### config.mk
export PLATFORM = sky130hd
export DESIGN_NAME = sara_dar_accuracy_ctrl
export DESIGN_NICKNAME = d
export VERILOG_FILES = /design/src/rtl/sara_dar_pkg.sv /design/src/rtl/sara_dar_boundary_detect.sv /design/src/rtl/sara_dar_accuracy_ctrl.sv
export SDC_FILE = /design/constraint.sdc
export NUM_CORES = 1
export LEC_CHECK = 0
export CAP_MARGIN = 20
export CORE_MARGIN = 2
export CORE_UTILIZATION = 44
export CTS_BUF_LIST = sky130_fd_sc_hd__clkbuf_16
export DETAILED_ROUTE_END_ITERATION = 7
export MAX_ROUTING_LAYER = met4
export PLACE_DENSITY = 0.67
export RECOVER_POWER = 100
export SYNTH_ARGS = -nofsm -noshare
export SYNTH_HDL_FRONTEND = slang
export SYNTH_SLANG_ARGS = --single-unit
export TNS_END_PERCENT = 20
### constraint.sdc
create_clock -name clk -period 4.74 [get_ports clk]
set_input_delay 0.711 -clock clk [delete_from_list [all_inputs] [get_ports clk]]
set_output_delay 0.711 -clock clk [all_outputs]
set_load 0.05 [all_outputs]
### src/rtl/sara_dar_pkg.sv
// Shared types for the SARA-DAR accuracy controller.
// Mode encodings, FSM states and the slice index width helper.
package sara_dar_pkg;

  localparam logic [1:0] MODE_APPROX = 2'b00;
  localparam logic [1:0] MODE_DETECT = 2'b01;
  localparam logic [1:0] MODE_EXACT  = 2'b10;

  typedef enum logic [1:0] {
    S_IDLE,
    S_EVAL,
    S_CORR,
    S_HOLD
  } state_e;

  function automatic int clog2(input int n);
    int r;
    r = 0;
    for (int i = 0; i < 32; i++) begin
      if ((1 << r) < n) r++;
    end
    return (r < 1) ? 1 : r;
  endfunction

endpackage

### src/rtl/sara_dar_boundary_detect.sv
// Boundary speculation detector and approximate group carry chain.
// A group speculates its carry-in from g below the boundary when D_k fires.
module sara_dar_boundary_detect #(
  parameter int SIZE   = 16,
  parameter int GROUP  = 8,
  parameter int WINDOW = 2,
  parameter int NG     = SIZE / GROUP
) (
  input  logic [SIZE-1:0] p_i,
  input  logic [SIZE-1:0] g_i,
  input  logic            cin_i,
  output logic [NG-1:0]   det_o,
  output logic [NG-1:0]   gcin_o,
  output logic            cout_o
);

  function automatic logic ripple(
    input logic [GROUP-1:0] p,
    input logic [GROUP-1:0] g,
    input logic             c
  );
    logic r;
    r = c;
    for (int j = 0; j < GROUP; j++) begin
      r = g[j] | (p[j] & r);
    end
    return r;
  endfunction

  always_comb begin
    logic c;
    logic d;
    det_o     = '0;
    gcin_o    = '0;
    gcin_o[0] = cin_i;
    c = ripple(p_i[GROUP-1:0], g_i[GROUP-1:0], cin_i);
    for (int k = 1; k < NG; k++) begin
      d        = &p_i[k*GROUP +: WINDOW];
      det_o[k] = d;
      if (d) c = g_i[k*GROUP-1];
      gcin_o[k] = c;
      c = ripple(p_i[k*GROUP +: GROUP],
                 g_i[k*GROUP +: GROUP], c);
    end
    cout_o = c;
  end

endmodule

### src/rtl/sara_dar_accuracy_ctrl.sv
// Variable-latency accuracy controller around a SARA-DAR adder.
// Approximate in one cycle, or exact via a serial GROUP-bit slice adder.
module sara_dar_accuracy_ctrl
  import sara_dar_pkg::*;
#(
  parameter int SIZE   = 16,
  parameter int GROUP  = 8,
  parameter int WINDOW = 2,
  parameter int CNTW   = 16
) (
  input  logic            clk,
  input  logic            rst_n,
  input  logic            in_valid,
  output logic            in_ready,
  input  logic [SIZE-1:0] in_a,
  input  logic [SIZE-1:0] in_b,
  input  logic            in_cin,
  input  logic [1:0]      in_mode,
  output logic            out_valid,
  input  logic            out_ready,
  output logic [SIZE-1:0] out_sum,
  output logic            out_cout,
  output logic            out_approx,
  output logic            out_corrected,
  output logic [CNTW-1:0] corr_count,
  input  logic            stat_clr
);

  localparam int NG = SIZE / GROUP;
  localparam int IW = clog2(NG);

  state_e state_q, state_d;
  logic [SIZE-1:0] a_q, a_d, b_q, b_d;
  logic            cin_q, cin_d;
  logic [1:0]      mode_q, mode_d;
  logic [IW-1:0]   idx_q, idx_d;
  logic            carry_q, carry_d;
  logic [SIZE-1:0] acc_q, acc_d;
  logic [SIZE-1:0] sum_q, sum_d;
  logic            cout_q, cout_d;
  logic            apx_q, apx_d;
  logic            cor_q, cor_d;
  logic [CNTW-1:0] cnt_q, cnt_d;

  logic [SIZE-1:0] p, g, asum;
  logic [NG-1:0]   det, gcin;
  logic            acout, dany, inc;
  logic [GROUP-1:0] as, bs;
  logic [GROUP:0]   st;

  assign p    = a_q ^ b_q;
  assign g    = a_q & b_q;
  assign dany = |det;

  sara_dar_boundary_detect #(
    .SIZE  (SIZE),
    .GROUP (GROUP),
    .WINDOW(WINDOW),
    .NG    (NG)
  ) u_det (
    .p_i   (p),
    .g_i   (g),
    .cin_i (cin_q),
    .det_o (det),
    .gcin_o(gcin),
    .cout_o(acout)
  );

  always_comb begin
    for (int k = 0; k < NG; k++) begin
      asum[k*GROUP +: GROUP] = a_q[k*GROUP +: GROUP]
                             + b_q[k*GROUP +: GROUP]
                             + GROUP'(gcin[k]);
    end
  end

  always_comb begin
    as = '0;
    bs = '0;
    for (int i = 0; i < NG; i++) begin
      if (idx_q == IW'(i)) begin
        as = a_q[i*GROUP +: GROUP];
        bs = b_q[i*GROUP +: GROUP];
      end
    end
    st = {1'b0, as} + {1'b0, bs} + {{GROUP{1'b0}}, carry_q};
  end

  always_comb begin
    state_d = state_q;
    a_d     = a_q;
    b_d     = b_q;
    cin_d   = cin_q;
    mode_d  = mode_q;
    idx_d   = idx_q;
    carry_d = carry_q;
    acc_d   = acc_q;
    sum_d   = sum_q;
    cout_d  = cout_q;
    apx_d   = apx_q;
    cor_d   = cor_q;
    inc     = 1'b0;
    unique case (state_q)
      S_IDLE: begin
        if (in_valid) begin
          a_d     = in_a;
          b_d     = in_b;
          cin_d   = in_cin;
          mode_d  = in_mode;
          state_d = S_EVAL;
        end
      end
      S_EVAL: begin
        if (mode_q == MODE_APPROX ||
            (mode_q == MODE_DETECT && !dany)) begin
          sum_d   = asum;
          cout_d  = acout;
          apx_d   = (mode_q == MODE_APPROX) & dany;
          cor_d   = 1'b0;
          state_d = S_HOLD;
        end else begin
          idx_d   = '0;
          carry_d = cin_q;
          acc_d   = '0;
          state_d = S_CORR;
        end
      end
      S_CORR: begin
        for (int i = 0; i < NG; i++) begin
          if (idx_q == IW'(i)) acc_d[i*GROUP +: GROUP] = st[GROUP-1:0];
        end
        carry_d = st[GROUP];
        idx_d   = idx_q + 1'b1;
        if (idx_q == IW'(NG-1)) begin
          sum_d   = acc_d;
          cout_d  = st[GROUP];
          apx_d   = 1'b0;
          cor_d   = (mode_q == MODE_DETECT);
          inc     = (mode_q == MODE_DETECT);
          state_d = S_HOLD;
        end
      end
      S_HOLD: begin
        if (out_ready) state_d = S_IDLE;
      end
      default: state_d = S_IDLE;
    endcase
  end

  // Clear wins over a same-cycle correction.
  always_comb begin
    cnt_d = cnt_q;
    if (stat_clr) cnt_d = '0;
    else if (inc && !(&cnt_q)) cnt_d = cnt_q + 1'b1;
  end

  always_ff @(posedge clk or negedge rst_n) begin
    if (!rst_n) begin
      state_q <= S_IDLE;
      a_q     <= '0;
      b_q     <= '0;
      cin_q   <= 1'b0;
      mode_q  <= '0;
      idx_q   <= '0;
      carry_q <= 1'b0;
      acc_q   <= '0;
      sum_q   <= '0;
      cout_q  <= 1'b0;
      apx_q   <= 1'b0;
      cor_q   <= 1'b0;
      cnt_q   <= '0;
    end else begin
      state_q <= state_d;
      a_q     <= a_d;
      b_q     <= b_d;
      cin_q   <= cin_d;
      mode_q  <= mode_d;
      idx_q   <= idx_d;
      carry_q <= carry_d;
      acc_q   <= acc_d;
      sum_q   <= sum_d;
      cout_q  <= cout_d;
      apx_q   <= apx_d;
      cor_q   <= cor_d;
      cnt_q   <= cnt_d;
    end
  end

  assign in_ready      = (state_q == S_IDLE);
  assign out_valid     = (state_q == S_HOLD);
  assign out_sum       = sum_q;
  assign out_cout      = cout_q;
  assign out_approx    = apx_q;
  assign out_corrected = cor_q;
  assign corr_count    = cnt_q;

endmodule
After elaboration in Yosys (flattened, before gate mapping)
Index checks and enable logic that the tools add are counted.
- $add $sub $neg: 8
- multiply operators: 0
- div/mod/pow operators: 0
- $lt $le $gt $ge: 0
- equal/unequal tests: 9
- shift-type cells: 0
- muxes and demuxes: 32
- bitwise gates (word level): 35
- reduce and logical (&&, ||, !) cells: 15
- operators by type and width (kind ; count):
    16-bit two-way mux ; 5
    16-bit one-hot mux with 2 select lines ; 2
    8-bit two-way mux ; 4
    1-bit bitwise AND ; 17
    16-bit by 1-bit adder with 16-bit output (second input constant) ; 1
    8-bit by 1-bit adder with 8-bit output ; 2
    8-bit adder ; 2
    16-bit bitwise AND ; 1
    1-bit bitwise OR ; 16
    16-bit AND reduction ; 1
    16-bit bitwise XOR ; 1
    1-bit two-way mux ; 12
    1-bit one-hot mux with 2 select lines ; 5
    8-bit by 8-bit adder with 9-bit output ; 1
    9-bit by 1-bit adder with 9-bit output ; 1
    2-bit inequality test (second input constant) ; 4
    2-bit one-hot mux with 4 select lines ; 1
    2-bit two-way mux ; 3
    2-bit AND reduction ; 3
    3-bit AND reduction ; 2
    2-bit by 1-bit == test with 1-bit output (second input constant) ; 2
    2-bit == test (second input constant) ; 2
    2-bit zero test ; 2
    2-bit nonzero test ; 2
    other kinds (5) ; 7
- bits in registers: 90
- bits in latches: 0
- bits in writable memories: 0
- ROM bits: 0
- bits of input ports: 40
- output and inout bits: 37
- word-level logic and storage cells: 112
- memories kept: 0

Longest topological paths before layout
- depth after elaboration: 36
- gate-level depth with buffers: 17
- depth with buffers taken out: 17

Cells and area by module
From an unflattened synthesis, not the netlist that was laid out.
- cells, all modules: 514
- area total of the unflattened synthesis: 5186.2 um^2
- modules (own cells, without submodules) (module ; instances ; cells each ; area each (um^2) ; seq. area each (um^2)):
    sara_dar_accuracy_ctrl ; 1 ; 488 ; 5032.3 ; 2077.0
    sara_dar_boundary_detect ; 1 ; 26 ; 153.9 ; 0.0

Worst setup path after synthesis
No wires, ideal clock.
- path type: reg-to-reg
- start point: reg a_q[0]
- end point: reg cout_q, in the netlist out_cout
- library setup time: 0.139 ns
- data arrival time: 3.069 ns
- required time: 4.601 ns
- slack: 1.533 ns
- stages on the path, launching flop included: 18
- buffers on the path: 0
- clock period less this slack: 3.207 ns
- path through: dfrtp_1 -> inv_1 -> fa_1 -> inv_1 -> fa_1 -> inv_1 -> fa_1 -> o21bai_1 -> a31o_2 -> fa_1 -> fa_1 -> inv_1 -> fa_1 -> nor2b_1 -> o21ai_0 -> a21oi_1 -> o31ai_1 -> o21ai_0
- cells in the longest elaborated chain, start to end: 36
- elaborated cells between the ends (all ways): 41
- classes of those cells: add/sub (2); mux (5); bitwise (34)
- ends and longest elaborated chain (item ; RTL line ; RTL):
    from (decl) ; sara_dar_accuracy_ctrl.sv:33 ; logic [SIZE-1:0] a_q, a_d, b_q, b_d;
    from (signal assigned) ; sara_dar_accuracy_ctrl.sv:160 ; a_q <= '0;
    from (signal assigned) ; sara_dar_accuracy_ctrl.sv:174 ; a_q <= a_d;
    16-bit bitwise XOR ; sara_dar_accuracy_ctrl.sv:51 ; assign p = a_q ^ b_q;
    1-bit bitwise AND ; sara_dar_boundary_detect.sv:25 ; r = g[j] | (p[j] & r);
    1-bit bitwise OR ; sara_dar_boundary_detect.sv:25 ;
    1-bit bitwise AND ; sara_dar_boundary_detect.sv:25 ;
    1-bit bitwise OR ; sara_dar_boundary_detect.sv:25 ;
    1-bit bitwise AND ; sara_dar_boundary_detect.sv:25 ;
    1-bit bitwise OR ; sara_dar_boundary_detect.sv:25 ;
    1-bit bitwise AND ; sara_dar_boundary_detect.sv:25 ;
    [... 20 more ...] ; - ;
    1-bit bitwise AND ; sara_dar_boundary_detect.sv:25 ;
    1-bit bitwise OR ; sara_dar_boundary_detect.sv:25 ;
    1-bit bitwise AND ; sara_dar_boundary_detect.sv:25 ;
    1-bit bitwise OR ; sara_dar_boundary_detect.sv:25 ;
    1-bit bitwise AND ; sara_dar_boundary_detect.sv:25 ;
    1-bit bitwise OR ; sara_dar_boundary_detect.sv:25 ;
    1-bit two-way mux ; sara_dar_accuracy_ctrl.sv:114 ; if (mode_q == MODE_APPROX ||
    1-bit one-hot mux with 2 select lines (*) ; sara_dar_accuracy_ctrl.sv:103 ; unique case (state_q)
    to (signal assigned) ; sara_dar_accuracy_ctrl.sv:182 ; cout_q <= cout_d;
    to (decl) ; sara_dar_accuracy_ctrl.sv:40 ; logic cout_q, cout_d;
Every way passes the cells marked *; elsewhere a longest branch is shown, timed or not. The select of a mux whose other input is x is not followed.
A chain may end at the register's enable or synchronous reset.

Worst setup path after layout
- start point: reg idx_q
- end point: reg cout_q, in the netlist out_cout
- cells in the longest elaborated chain, start to end: 5
- elaborated cells between the ends (all ways): 8
- classes of those cells: add/sub (2); eq/ne (1); mux (4); reduce/logical (1)
- ends and longest elaborated chain (item ; RTL line ; RTL):
    from (decl) ; sara_dar_accuracy_ctrl.sv:36 ; logic [IW-1:0] idx_q, idx_d;
    from (signal assigned) ; sara_dar_accuracy_ctrl.sv:178 ; idx_q <= idx_d;
    8-bit two-way mux ; sara_dar_accuracy_ctrl.sv:81 ; if (idx_q == IW'(i)) begin
    8-bit by 8-bit adder with 9-bit output ; sara_dar_accuracy_ctrl.sv:86 ; st = {1'b0, as} + {1'b0, bs} + {{GROUP{1'b0}}, carry_q};
    9-bit by 1-bit adder with 9-bit output ; sara_dar_accuracy_ctrl.sv:86 ;
    1-bit two-way mux ; sara_dar_accuracy_ctrl.sv:134 ; if (idx_q == IW'(NG-1)) begin
    1-bit one-hot mux with 2 select lines ; sara_dar_accuracy_ctrl.sv:103 ;
Several ways; a longest one is shown, not always the timed one. The select of a mux whose other input is x is not followed.

==> run summary <==
Number of flops mapped to enable cells by yosys: 0
Mean Syn Cell Area: 10.22 um2
Net Sw Frac: 47.86%
Most frequent cells in the layout: dfrtp_1, o21ai_0, mux2_2
Clk_lat worst skew: 0.34 ns
Switching pwr: 2.338 mW
RSZ-0062 raised after global routing: no
Seq/Total Area, Yosys: 42.53%
Post-route setup slack: 1.092 ns
PD cells: 810.9 nW/um2
Internal power: 2.547 mW
Final setup skew: 0.01288 ns
Post-CTS sizing: 0
Post-Place Setup Slack: 1.223 ns
Placed insts: 678
Fraction of layout cells with a size suffix above 1: 12.07%
Count of input and output buffers: 76
Total of max-cap violations: 2
Clock power share: 13.5%
TNS Setup: 0 ns
Final hold vios: 0
First-pass DRT Iterations: 5
Final worst path period need: 3.648 ns
Initial Util: 45.05%
Synthesized flop and latch total: 83
Slew headroom: -34.57%
CTS Root Cell: clkbuf_16
Most common cell after layout, fill and taps aside: dfrtp_1
Reg2reg end: out_cout$_DFFE_PN0P_
Status: finished with violations
RePlAce Congestion: 0.8578
R2R setup slack: 1.09 ns
TritonCTS buffer count: 9
Placed instance area: 5754 um2
CTS Hold Buffers Added: 0
CTS tree: done
Die Height: 109.4 um
Vias in the first global route: 3918
Gr ovfl total: 0
Final Cycle Share: 76.97%
Hold Startpoint: out_corrected$_DFFE_PN0P_
Final wirelength: 11810 um
Worst Tran Pin Value: 2.019 ns
DRC violations left: 0
Logic pwr share: 61.1%
Horiz. Die Dim: 109.4 um
Mapped Nets: 553
Synthesized area: 4883 um2
Max Root-Sink Buffers: 2
Endpoint class of the critical path: flop
Seq pwr share: 25.3%
WL per Instance: 16.99 um
Finish-stage setup viols: 0
Setup CP Type: flop to flop
Full die area: 11960 um2
Hpwl dp: 8850 um
Share of synthesized registers carrying an async set or reset: 100.0%
Clk pin slew, worst setup/hold paths: 0.06 ns
IO Count: 77
Final #Nets: 625
Util after Layout: 55.57%
CTS HTree Levels: 3
ANT nets after route: 0
Hold Slack: 0.4788 ns
Overall Global Routing Usage: 21.40%
Starting DRT DRC Count: 209
CP startpoint kind: flop
First-pass GRT wire length: 19350 um
Non-Filler Instances: 695
Worst Path Arrival: 3.84 ns
Hold depth: 2
CP startpoint: idx_q$_DFFE_PN0P_
Area Growth Syn to Fin: 23.37%
CP Data Required Time: 4.93 ns
# rows: 38
Via count: 3928
Syn Inst Count: 478
Peak VDD IR: 0.3929 mV
Core area: 10840 um2
CP max FO: 31
Diode count: 0
Dominant synthesized flop cell: dfrtp_1
Synth warnings: 0
FF-to-FF path depth: 8
Clock Sinks: 83
Pin count of the biggest net entering global routing: 84
Leakage: 2.606 nW
Failing checks: capacitance limit, slew limit
Class of the worst hold path: flop to flop
Max Clk Rate: 0.2741 GHz
Setup Fix Bufs, Post-CTS: 0
Final Total Pwr: 4.885 mW
Worst r2r src: idx_q$_DFFE_PN0P_
Final Cell Area: 6025 um2
Distinct cells, synth: 56
Initial antenna violation count: 0
WHS Endpoint: out_corrected$_DFFE_PN0P_
Via density: 5.652
Pins over their slew limit: 71
[flip-flops by register name (all words and copies together), names as in the netlist]
signal	count
corr_count	16
a_q	16
out_cout	1
cin_q	1
out_sum	16
carry_q	1
out_approx	1
acc_q	9
mode_q	2
idx_q	1
out_corrected	1
state_q	2
b_q	16
[synthesized netlist by cell type, types with 5 or more instances]
library cell   n  area share, %
buf_2          5           0.51
nor3_1         7           0.72
nor2_1        28            2.2
o22ai_1        6           0.77
dfrtp_1       83             43
inv_1         23            1.8
ha_1          27            6.9
nand3_1       10            1.0
xnor2_1        8            1.4
clkbuf_1      11           0.85
fa_1           8            3.3
o21ai_0       51            5.2
or3_1          9            1.2
xor2_1        15            2.7
mux2_2        46             11
nand4_1       10            1.3
a21oi_1       23            2.4
nor2b_1        5           0.64
nand2_1       31            2.4
[routing by layer]
| metal | GRT usage [%] | vias to the layer above | routed length (um) |
|---|---|---|---|
| li1 | - | 1879 | - |
| met1 | 28.56 | 1906 | 5388 |
| met2 | 33.77 | 126 | 5655 |
| met3 | 3.320 | 17 | 606 |
| met4 | 6.691 | 0 | 160 |
| met5 | - | - | 0 |
[kinds of logic after synthesis]
logic type / synth area share [%]
flip-flops: 42.53
AND/OR/NAND/NOR: 13.48
XOR/XNOR: 4.125
AO/OA/AOI/OAI: 15.30
buffers and inverters: 3.356
multiplexers: 11.02
adder cells (fa/ha/maj): 10.20
[worst max-delay path by stage]
stage / cells after the start / endpoint
finish: 8 / out_cout$_DFFE_PN0P_
CTS: 17 / out_cout$_DFFE_PN0P_
floorplan: 17 / out_cout$_DFFE_PN0P_
global placement: 17 / out_cout$_DFFE_PN0P_
detailed placement: 17 / out_cout$_DFFE_PN0P_
global route: 8 / out_cout$_DFFE_PN0P_
[critical path, cell delays in order (launching register included)]
cell      delay (ns)
dfrtp_1         0.56
clkbuf_1        1.03
mux2_2          0.43
ha_1            0.37
a21o_1          0.23
nand2_1         0.07
nand3b_1        0.11
o41ai_1         0.52
o21ai_0         0.17
[area by class of cell]
class / count / area (um2)
fillers: 1004 / 4816
well taps: 140 / 175.2
clock buffers: 9 / 225.2
flip-flops and latches: 83 / 2077
multi-input cells: 354 / 2621
clock inverters: 7 / 50.05
inverters: 23 / 86.33
repair buffers: 79 / 789.5
[power groups by stage]
stage | Sequential [mW] | Clock (mW) | Combinational, mW
CTS | 1.24 | 0.674 | 2.99
detailed placement | 1.25 | 0 | 2.98
finish | 1.24 | 0.661 | 2.99
global placement | 1.24 | 0 | 2.91
global route | 1.27 | 0.705 | 3.29
floorplan | 1.38 | 0 | 1.98
No activity file was read; power rests on OpenSTA's default activity.
